File: config.mk
export PLATFORM = sky130hd
export DESIGN_NAME = puf_response_ctrl_flat
export DESIGN_NICKNAME = d
export VERILOG_FILES = /design/src/rtl/puf_pkg.sv /design/src/rtl/puf_response_ctrl_if.sv /design/src/rtl/puf_edge_counter.sv /design/src/rtl/puf_response_ctrl.sv /design/src/flat_wrapper.sv
export SDC_FILE = /design/constraint.sdc
export NUM_CORES = 1
export LEC_CHECK = 0
export ABC_AREA = 1
export BUFFER_PORTS_ARGS = -buffer_cell sky130_fd_sc_hd__buf_2
export CORE_ASPECT_RATIO = 0.6
export CORE_MARGIN = 4
export CORE_UTILIZATION = 41
export CTS_BUF_LIST = sky130_fd_sc_hd__clkbuf_4
export CTS_CLUSTER_DIAMETER = 30
export DETAILED_ROUTE_END_ITERATION = 6
export PLACE_DENSITY_LB_ADDON = 0.12
export SLEW_MARGIN = 20
export SYNTH_ARGS = -nofsm -noshare
export SYNTH_HDL_FRONTEND = slang
export SYNTH_HIERARCHICAL = 1
export SYNTH_SLANG_ARGS = --single-unit
export TNS_END_PERCENT = 5
File: constraint.sdc
create_clock -name clk -period 4.1 [get_ports clk]
set_input_delay 0.615 -clock clk [delete_from_list [all_inputs] [get_ports clk]]
set_output_delay 0.615 -clock clk [all_outputs]
set_load 0.05 [all_outputs]
File: src/rtl/puf_pkg.sv
// Shared types and defaults for the PUF response controller.
package puf_pkg;

  localparam int unsigned WINDOW_CYCLES_DEF = 256;
  localparam int unsigned SETTLE_CYCLES_DEF = 4;
  localparam int unsigned CNT_W_DEF         = 16;
  localparam int unsigned NBITS_DEF         = 8;
  localparam int unsigned SEL_W             = 5;

  typedef enum logic [2:0] {
    ST_IDLE    = 3'd0,
    ST_SETTLE  = 3'd1,
    ST_MEASURE = 3'd2,
    ST_COMPARE = 3'd3,
    ST_DONE    = 3'd4
  } puf_state_e;

  // Oscillator index for bit k; wraps modulo the bank size.
  function automatic logic [SEL_W-1:0] sel_of(input logic [SEL_W-1:0] chal,
                                               input logic [SEL_W-1:0] k);
    return chal + k;
  endfunction

endpackage

File: src/rtl/puf_response_ctrl_if.sv
// Request/response handshake between a consumer and the PUF controller.
interface puf_response_ctrl_if
  import puf_pkg::*;
#(
  parameter int unsigned NBITS = NBITS_DEF
);
  logic             start;
  logic [SEL_W-1:0] challenge;
  logic             resp_ack;
  logic             busy;
  logic [NBITS-1:0] resp;
  logic             resp_valid;
  logic             tie;

  modport master (output start, challenge, resp_ack,
                  input  busy, resp, resp_valid, tie);
  modport slave  (input  start, challenge, resp_ack,
                  output busy, resp, resp_valid, tie);
endinterface

File: src/rtl/puf_edge_counter.sv
// Synchronizes an oscillator output and counts its rising edges, saturating.
module puf_edge_counter #(
  parameter int unsigned CNT_W = 16
) (
  input  logic             clk,
  input  logic             rst_n,
  input  logic             ro,
  input  logic             clr,
  input  logic             cnt_en,
  output logic [CNT_W-1:0] cnt
);

  // [0],[1] form the two-flop synchronizer, [2] holds the previous sample.
  logic [2:0] sync_q;
  logic       rise_c;

  assign rise_c = sync_q[1] & ~sync_q[2];

  always_ff @(posedge clk or negedge rst_n) begin
    if (!rst_n) begin
      sync_q <= '0;
      cnt    <= '0;
    end else begin
      sync_q <= {sync_q[1:0], ro};
      if (clr) begin
        cnt <= '0;
      end else if (cnt_en && rise_c && (cnt != '1)) begin
        cnt <= cnt + CNT_W'(1);
      end
    end
  end

endmodule

File: src/rtl/puf_response_ctrl.sv
// Ring-oscillator PUF controller: one settle/measure/compare pass per response bit.
module puf_response_ctrl
  import puf_pkg::*;
#(
  parameter int unsigned WINDOW_CYCLES = WINDOW_CYCLES_DEF,
  parameter int unsigned SETTLE_CYCLES = SETTLE_CYCLES_DEF,
  parameter int unsigned CNT_W         = CNT_W_DEF,
  parameter int unsigned NBITS         = NBITS_DEF
) (
  input  logic             clk,
  input  logic             rst_n,
  input  logic             ena,
  input  logic             ro_a,
  input  logic             ro_b,
  output logic [SEL_W-1:0] ro_sel,
  output logic             ro_en,
  puf_response_ctrl_if.slave bus
);

  localparam logic [2:0] IDLE    = 3'(ST_IDLE);
  localparam logic [2:0] SETTLE  = 3'(ST_SETTLE);
  localparam logic [2:0] MEASURE = 3'(ST_MEASURE);
  localparam logic [2:0] COMPARE = 3'(ST_COMPARE);
  localparam logic [2:0] DONE    = 3'(ST_DONE);

  localparam int unsigned CYC_MAX = (WINDOW_CYCLES > SETTLE_CYCLES) ? WINDOW_CYCLES : SETTLE_CYCLES;
  localparam int unsigned CYC_W   = (CYC_MAX > 1) ? $clog2(CYC_MAX) : 1;
  localparam int unsigned K_W     = (NBITS > 1) ? $clog2(NBITS) : 1;

  logic [2:0]       state_q, state_n;
  logic [SEL_W-1:0] chal_q, chal_n;
  logic [K_W-1:0]   k_q, k_n;
  logic [CYC_W-1:0] cyc_q, cyc_n;
  logic [NBITS-1:0] resp_q, resp_n;
  logic             tie_q, tie_n;
  logic             busy_q, valid_q;
  logic [CNT_W-1:0] cnt_a, cnt_b;
  logic             cnt_clr_c, cnt_en_c;

  // Counters stay cleared outside a window and hold their totals through COMPARE/DONE.
  assign cnt_clr_c = (state_q == IDLE) || (state_q == SETTLE);
  assign cnt_en_c  = (state_q == MEASURE);

  puf_edge_counter #(.CNT_W(CNT_W)) u_cnt_a (
    .clk(clk), .rst_n(rst_n), .ro(ro_a), .clr(cnt_clr_c), .cnt_en(cnt_en_c), .cnt(cnt_a)
  );

  puf_edge_counter #(.CNT_W(CNT_W)) u_cnt_b (
    .clk(clk), .rst_n(rst_n), .ro(ro_b), .clr(cnt_clr_c), .cnt_en(cnt_en_c), .cnt(cnt_b)
  );

  always_comb begin
    state_n = state_q;
    chal_n  = chal_q;
    k_n     = k_q;
    cyc_n   = cyc_q;
    resp_n  = resp_q;
    tie_n   = tie_q;
    case (state_q)
      IDLE: begin
        if (bus.start && ena) begin
          state_n = SETTLE;
          chal_n  = bus.challenge;
          k_n     = '0;
          cyc_n   = '0;
          resp_n  = '0;
          tie_n   = 1'b0;
        end
      end
      SETTLE: begin
        if (cyc_q == CYC_W'(SETTLE_CYCLES - 1)) begin
          state_n = MEASURE;
          cyc_n   = '0;
        end else begin
          cyc_n = cyc_q + CYC_W'(1);
        end
      end
      MEASURE: begin
        if (cyc_q == CYC_W'(WINDOW_CYCLES - 1)) begin
          state_n = COMPARE;
          cyc_n   = '0;
        end else begin
          cyc_n = cyc_q + CYC_W'(1);
        end
      end
      COMPARE: begin
        resp_n[k_q] = (cnt_a > cnt_b);
        if (cnt_a == cnt_b) tie_n = 1'b1;
        if (k_q == K_W'(NBITS - 1)) begin
          state_n = DONE;
        end else begin
          k_n     = k_q + K_W'(1);
          state_n = SETTLE;
        end
      end
      DONE: begin
        if (bus.resp_ack) state_n = IDLE;
      end
      default: state_n = IDLE;
    endcase
    // A held response survives ena dropping; everything else aborts.
    if (!ena && (state_q != DONE)) begin
      state_n = IDLE;
      cyc_n   = '0;
    end
  end

  always_ff @(posedge clk or negedge rst_n) begin
    if (!rst_n) begin
      state_q <= IDLE;
      chal_q  <= '0;
      k_q     <= '0;
      cyc_q   <= '0;
      resp_q  <= '0;
      tie_q   <= 1'b0;
      busy_q  <= 1'b0;
      valid_q <= 1'b0;
      ro_en   <= 1'b0;
      ro_sel  <= '0;
    end else begin
      state_q <= state_n;
      chal_q  <= chal_n;
      k_q     <= k_n;
      cyc_q   <= cyc_n;
      resp_q  <= resp_n;
      tie_q   <= tie_n;
      busy_q  <= (state_n != IDLE);
      valid_q <= (state_n == DONE);
      ro_en   <= (state_n == SETTLE) || (state_n == MEASURE);
      ro_sel  <= sel_of(chal_n, SEL_W'(k_n));
    end
  end

  assign bus.busy       = busy_q;
  assign bus.resp       = resp_q;
  assign bus.resp_valid = valid_q;
  assign bus.tie        = tie_q;

endmodule

File: src/flat_wrapper.sv
// flat-port wrapper written by rule: the top's interface ports become plain ports
module puf_response_ctrl_flat import puf_pkg::*;
#(
  parameter int unsigned WINDOW_CYCLES = WINDOW_CYCLES_DEF,
  parameter int unsigned SETTLE_CYCLES = SETTLE_CYCLES_DEF,
  parameter int unsigned CNT_W         = CNT_W_DEF,
  parameter int unsigned NBITS         = NBITS_DEF
)
  (clk, rst_n, ena, ro_a, ro_b, ro_sel, ro_en, bus_start, bus_challenge, bus_resp_ack, bus_busy, bus_resp, bus_resp_valid, bus_tie);
  puf_response_ctrl_if #(.NBITS(NBITS)) bus_i ();
  input  logic clk;
  input  logic rst_n;
  input  logic ena;
  input  logic ro_a;
  input  logic ro_b;
  output logic [SEL_W-1:0] ro_sel;
  output logic ro_en;
  input wire logic [$bits(bus_i.start)-1:0] bus_start;
  input wire logic [$bits(bus_i.challenge)-1:0] bus_challenge;
  input wire logic [$bits(bus_i.resp_ack)-1:0] bus_resp_ack;
  output wire logic [$bits(bus_i.busy)-1:0] bus_busy;
  output wire logic [$bits(bus_i.resp)-1:0] bus_resp;
  output wire logic [$bits(bus_i.resp_valid)-1:0] bus_resp_valid;
  output wire logic [$bits(bus_i.tie)-1:0] bus_tie;
  assign bus_i.start = bus_start;
  assign bus_i.challenge = bus_challenge;
  assign bus_i.resp_ack = bus_resp_ack;
  assign bus_busy = bus_i.busy;
  assign bus_resp = bus_i.resp;
  assign bus_resp_valid = bus_i.resp_valid;
  assign bus_tie = bus_i.tie;
  puf_response_ctrl #(.WINDOW_CYCLES(WINDOW_CYCLES), .SETTLE_CYCLES(SETTLE_CYCLES), .CNT_W(CNT_W), .NBITS(NBITS)) u_core (.clk(clk), .rst_n(rst_n), .ena(ena), .ro_a(ro_a), .ro_b(ro_b), .ro_sel(ro_sel), .ro_en(ro_en), .bus(bus_i));
endmodule
Word level (Yosys, flattened, before mapping)
Cells that the tools add are included.
- $add $sub $neg: 5
- multiply operators: 0
- divide/modulo/power cells: 0
- order comparisons: 3
- equality and inequality tests: 17
- shift-type cells: 0
- mux-type cells: 28
- bitwise gates (word level): 4
- reductions and logical operators: 19
- operators with widths (operator ; number):
    2-to-1 mux 16 bit ; 4
    adder 16 x 1 -> 16 bit (second input constant) ; 2
    2-to-1 mux 8 bit ; 4
    != test 16 bit (second input constant) ; 2
    2-to-1 mux 3 bit ; 8
    one-hot mux 8 bit (3 select lines) ; 1
    equality test 16 bit ; 1
    > comparator 16 bit ; 1
    one-hot mux 8 bit (2 select lines) ; 1
    one-hot mux 3 bit (5 select lines) ; 1
    2-to-1 mux 5 bit ; 2
    equality test 3 x 2 -> 1 bit (second input constant) ; 3
    equality test 3 bit (second input constant) ; 3
    adder 8 x 1 -> 8 bit (second input constant) ; 1
    bitwise mux 8 bit ; 1
    equality test 8 x 2 -> 1 bit (second input constant) ; 1
    equality test 8 bit (second input constant) ; 1
    logical AND 1 bit ; 7
    equality test 3 x 1 -> 1 bit (second input constant) ; 2
    != test 3 bit (second input constant) ; 2
    one-hot mux 3 bit (2 select lines) ; 1
    nonzero test 2 bit ; 3
    adder 5 x 3 -> 5 bit ; 1
    less-than comparator 3 x 4 -> 1 bit (second input constant) ; 1
    other kinds (16) ; 22
- flip-flop bits (word level): 74
- latch bits: 0
- bits in writable memories: 0
- ROM bits: 0
- input bits: 12
- output and inout port bits: 17
- logic and storage cells: 90
- memories kept: 0

Logic depth before layout (Yosys ltp)
- depth in word-level cells: 6
- depth in mapped cells: 13
- mapped depth without buffers: 13

Hierarchy
Netlist, hierarchy kept.
- modules (own cells, without submodules) (module ; instances ; cells an instance ; area each (µm²) ; seq. area each (µm²)):
    puf_response_ctrl ; 1 ; 316 ; 2376.0 ; 900.9
    puf_edge_counter ; 2 ; 150 ; 1096.1 ; 475.5

Least setup slack after synthesis
OpenSTA, ideal clock, no wires.
- kind: input-to-reg
- start: in ena
- end: reg u_core.ro_sel[4]
- library setup time: 0.079 ns
- data arrival time: 2.267 ns
- required time: 4.021 ns
- slack: 1.754 ns
- cell stages on the path: 12
- path buffers: 1
- cells stage by stage: nand2_1 nor3_4 inv_4 buf_2 nand2_1 nand2_1 ha_1 fa_1 nand2_1 nand2_1 nand2_2 xor2_1
- word-level cells in the longest chain between the ends: 4
- elaborated cells on any way between the ends: 6
- classes of those cells: add/sub: 1; mux: 4; reduce/logical: 1
- ends and longest elaborated chain (element ; line ; RTL):
    from (decl) ; flat_wrapper.sv:13 ; input logic ena;
    logical AND 1 bit ; puf_response_ctrl.sv:61 ; if (bus.start && ena) begin
    2-to-1 mux 5 bit ; puf_response_ctrl.sv:61 ;
    2-to-1 mux 5 bit ; puf_response_ctrl.sv:59 ; case (state_q)
    net u_core.chal_n[0] ; puf_response_ctrl.sv:31 ; logic [SEL_W-1:0] chal_q, chal_n;
    adder 5 x 3 -> 5 bit ; puf_pkg.sv:21 ; return chal + k;
    to (signal assigned) ; puf_response_ctrl.sv:130 ; ro_sel <= sel_of(chal_n, SEL_W'(k_n));
    to (decl) ; puf_response_ctrl.sv:15 ; output logic [SEL_W-1:0] ro_sel,
The timed path passes the listed nets, and every way through them passes these cells.
A chain may end at the register's enable or synchronous reset.

Final worst setup path
- start: reg u_core.state_q[2]
- end: reg u_core.ro_sel[4]
- word-level cells in the longest chain between the ends: 3
- elaborated cells on any way between the ends: 5
- classes of those cells: add/sub: 1; eq/ne: 1; mux: 2; reduce/logical: 1
- ends and longest elaborated chain (element ; line ; RTL):
    from (decl) ; puf_response_ctrl.sv:30 ; logic [2:0] state_q, state_n;
    from (signal assigned) ; puf_response_ctrl.sv:121 ; state_q <= state_n;
    zero test 3 bit ; puf_response_ctrl.sv:59 ;
    2-to-1 mux 5 bit ; puf_response_ctrl.sv:59 ;
    net u_core.chal_n[0] ; puf_response_ctrl.sv:31 ;
    adder 5 x 3 -> 5 bit ; puf_pkg.sv:21 ;
The timed path passes the listed nets, and every way through them passes these cells.

==> impl_metrics.env <==
export IMPL_synth_edf_count=0
export IMPL_path_max_fanout=14
export IMPL_finalPower_mw=1.47
export IMPL_syn_area_sq_um=4570
export IMPL_drt_vias_per_instance=5.13
export IMPL_rsz0062_at_grt="false"
export IMPL_dp_slack_ns=1.49
export IMPL_timing_worst_setup_path_type="reg2reg"
export IMPL_synth_simple_area_share=0.367
export IMPL_io_buffers=28
export IMPL_synth_compound_area_frac=0.0641
export IMPL_drt_iter0_markers=306
export IMPL_synthMuxAreaShare=0
export IMPL_slew_violations=0
export IMPL_final_common_cell="nand2_1"
export IMPL_drc_errors=0
export IMPL_ios=29
export IMPL_cts_sinks=74
export IMPL_final_util=0.468
export IMPL_synth_xor_area_share=0.0211
export IMPL_die_x_microns=144
export IMPL_netlist_cell_type_count=33
export IMPL_cts_root_buffer="clkbuf_4"
export IMPL_gp_congestion=0.827
export IMPL_period_minus_slack_ns=2.33
export IMPL_worst_hold_startpoint="ro_b"
export IMPL_yosys_warnings=6
export IMPL_cp_required_ns=4.46
export IMPL_firstDrtPassIters=5
export IMPL_pwr_share_comb=0.082
export IMPL_tns_ns=0
export IMPL_p_sw_frac=0.257
export IMPL_clockBufferDepth=2
export IMPL_p_leak_nw=2.58
export IMPL_post_cts_resized=0
export IMPL_clockPowerShare=0.399
export IMPL_ys_flop_type="dfrtp_1"
export IMPL_cts_htree_levels=3
export IMPL_track_usage=0.177
export IMPL_die_h_microns=89.8
export IMPL_wl_per_cell_microns=13.5
export IMPL_rr_endpoint="u_core/ro_sel[4]"
export IMPL_status="complete, no violations"
export IMPL_r2r_start="u_core/state_q[2]"
export IMPL_layout_nets=683
export IMPL_areaGrowthSynthToFinish_pct=9.72
export IMPL_num_vias=4058
export IMPL_switchingPower_mw=0.376
export IMPL_finalCritPeriodShare=0.569
export IMPL_synth_seq_area_share=0.405
export IMPL_clock_skew_ns=0.0184
export IMPL_rr_worst_depth=12
export IMPL_grt_overflow=0
export IMPL_crit_start="u_core/state_q[2]"
export IMPL_layout_common_cells="208 x nand2_1, 74 x dfrtp_1, 68 x inv_1"
export IMPL_synth_top_family_by_area="simple AND/OR/NAND/NOR gates"
export IMPL_whs_ns=0.286
export IMPL_peakVddDrop_mv=0.170
export IMPL_die_area_sq_um=12900
export IMPL_synth_nets=652
export IMPL_start_util=0.427
export IMPL_arrival_ns=2.70
export IMPL_yosys_register_bits=74
export IMPL_crit_end="u_core/ro_sel[4]"
export IMPL_core_area_sq_um=10700
export IMPL_cts_tree="done"
export IMPL_drtAntennaViolNets=0
export IMPL_post_cts_buffers=0
export IMPL_diodes=0
export IMPL_max_slew_margin_rel=0.361
export IMPL_cts_clk_slew_worst_paths_ns=0.12
export IMPL_tightest_slew_ns=0.959
export IMPL_powerDensity_nw_per_um2=292
export IMPL_internal_power_mw=1.09
export IMPL_hold_viol_final=0
export IMPL_grt_pass1_wl_microns=18700
export IMPL_worstSetupEndpointType="flip-flop"
export IMPL_routed_wirelength_microns=10700
export IMPL_cts_made_buffers=9
export IMPL_antenna_found_initial=0
export IMPL_hold_path_class="in2reg"
export IMPL_fmax_ghz=0.429
export IMPL_setup_slack_ns=1.77
export IMPL_ff2ff_setup_slack_ns=1.77
export IMPL_place_hpwl_microns=7820
export IMPL_ctsHoldBuffers=0
export IMPL_synthArstFlopShare=1.00
export IMPL_grt_pass1_vias=3863
export IMPL_synth_adder_area_share=0.0674
export IMPL_insertion_delay_ns=0.44
export IMPL_drv_cap=0
export IMPL_finalSetupViolations=0
export IMPL_start_kind="flip-flop"
export IMPL_netlist_instances=616
export IMPL_seq_power_share=0.519
export IMPL_grt_max_degree=75
export IMPL_synth_avg_cell_area_sq_um=7.42
export IMPL_drive_gt1_frac=0.124
export IMPL_rows=29
==> layout make-up <==
class / instances / area [sq um]
clock inverters: 7 / 116
clock buffers: 9 / 67.6
inverters: 76 / 288
multi-input cells: 458 / 2370
fillers: 1088 / 5690
repair buffers: 28 / 143
flip-flops and latches: 74 / 1850
well taps: 139 / 174
==> synth_stat cells (7+ instances only) <==
cell	number	area [sq um]
nand2_1	208	781
dfrtp_1	74	1850
inv_1	68	255
nor2_1	66	248
nand3_1	44	220
nand4_1	27	169
ha_1	23	288
o21ai_0	13	65.1
a21oi_1	12	60.1
o211ai_1	11	82.6
xor2_1	9	78.8
inv_2	7	26.3
nand2_2	7	43.8
nor2_4	7	78.8
==> how the worst min path moves through the flow <==
| stage | end | slack [ns] | depth (start not counted) |
|---|---|---|---|
| 6_report | u_core/u_cnt_b/sync_q[0] | 0.29 | 1 |
| 2_1_floorplan | u_core/bus.busy | 0.32 | 0 |
| 3_3_place_gp | u_core/u_cnt_a/sync_q[1] | 0.34 | 0 |
| 3_5_place_dp | u_core/u_cnt_a/sync_q[1] | 0.34 | 0 |
| 5_1_grt | u_core/u_cnt_b/sync_q[0] | 0.24 | 1 |
| 4_1_cts | u_core/u_cnt_a/sync_q[0] | 0.26 | 1 |
==> registers in the layout, summed over array words and instances (netlist names), 5 cells and up <==
name / count
u_core/chal_q: 5
u_core/u_cnt_a/cnt: 16
u_core/bus.resp: 8
u_core/u_cnt_b/cnt: 16
u_core/ro_sel: 5
u_core/cyc_q: 8
==> metrics by stage <==
| stage | cell area (sq um) | instances |
|---|---|---|
| 2_1_floorplan | 4570 | 616 |
| 3_3_place_gp | 4830 | 775 |
| 3_5_place_dp | 4830 | 775 |
| 4_1_cts | 5010 | 791 |
| 5_1_grt | 5010 | 791 |
| 6_report | 5010 | 791 |
==> power by group through the flow <==
stage                     logic [mW]  registers, mW  clock network [mW]
after floorplan               0.0438          0.811                   0
after global placement         0.122          0.774                   0
after detailed placement       0.123          0.775                   0
after CTS                      0.123          0.761               0.602
after global routing           0.133          0.764               0.632
final                          0.120          0.761               0.585
==> cells by family (layout without fill, tap and decap cells) <==
| group | count (synthesis) | after routing |
|---|---|---|
| compound gates | 48 | 48 |
| flops | 74 | 74 |
| fa+ha+maj | 24 | 24 |
| simple gates | 375 | 375 |
| buf+inv | 84 | 120 |
| xor+xnor | 11 | 11 |
==> worst max-delay path, cell delays in order, from the launching register on <==
cell	delay [ns]
dfrtp_1	0.45
inv_2	0.11
nand2_4	0.08
nor3_4	0.35
inv_4	0.16
nand2_1	0.09
nand2_1	0.06
ha_1	0.22
fa_1	0.40
nand2_1	0.08
nand2_1	0.07
nand2_2	0.07
xor2_1	0.13
==> layer usage <==
| layer | GRT usage | part of all wire | wire (microns) |
|---|---|---|---|
| met4 | 0.0466 | 0.0091 | 97 |
| met2 | 0.235 | 0.38 | 4120 |
| met3 | 0.0440 | 0.059 | 632 |
| met5 | 0 | 0 | 0 |
| met1 | 0.283 | 0.55 | 5860 |
(Power assumes the default switching activity.)
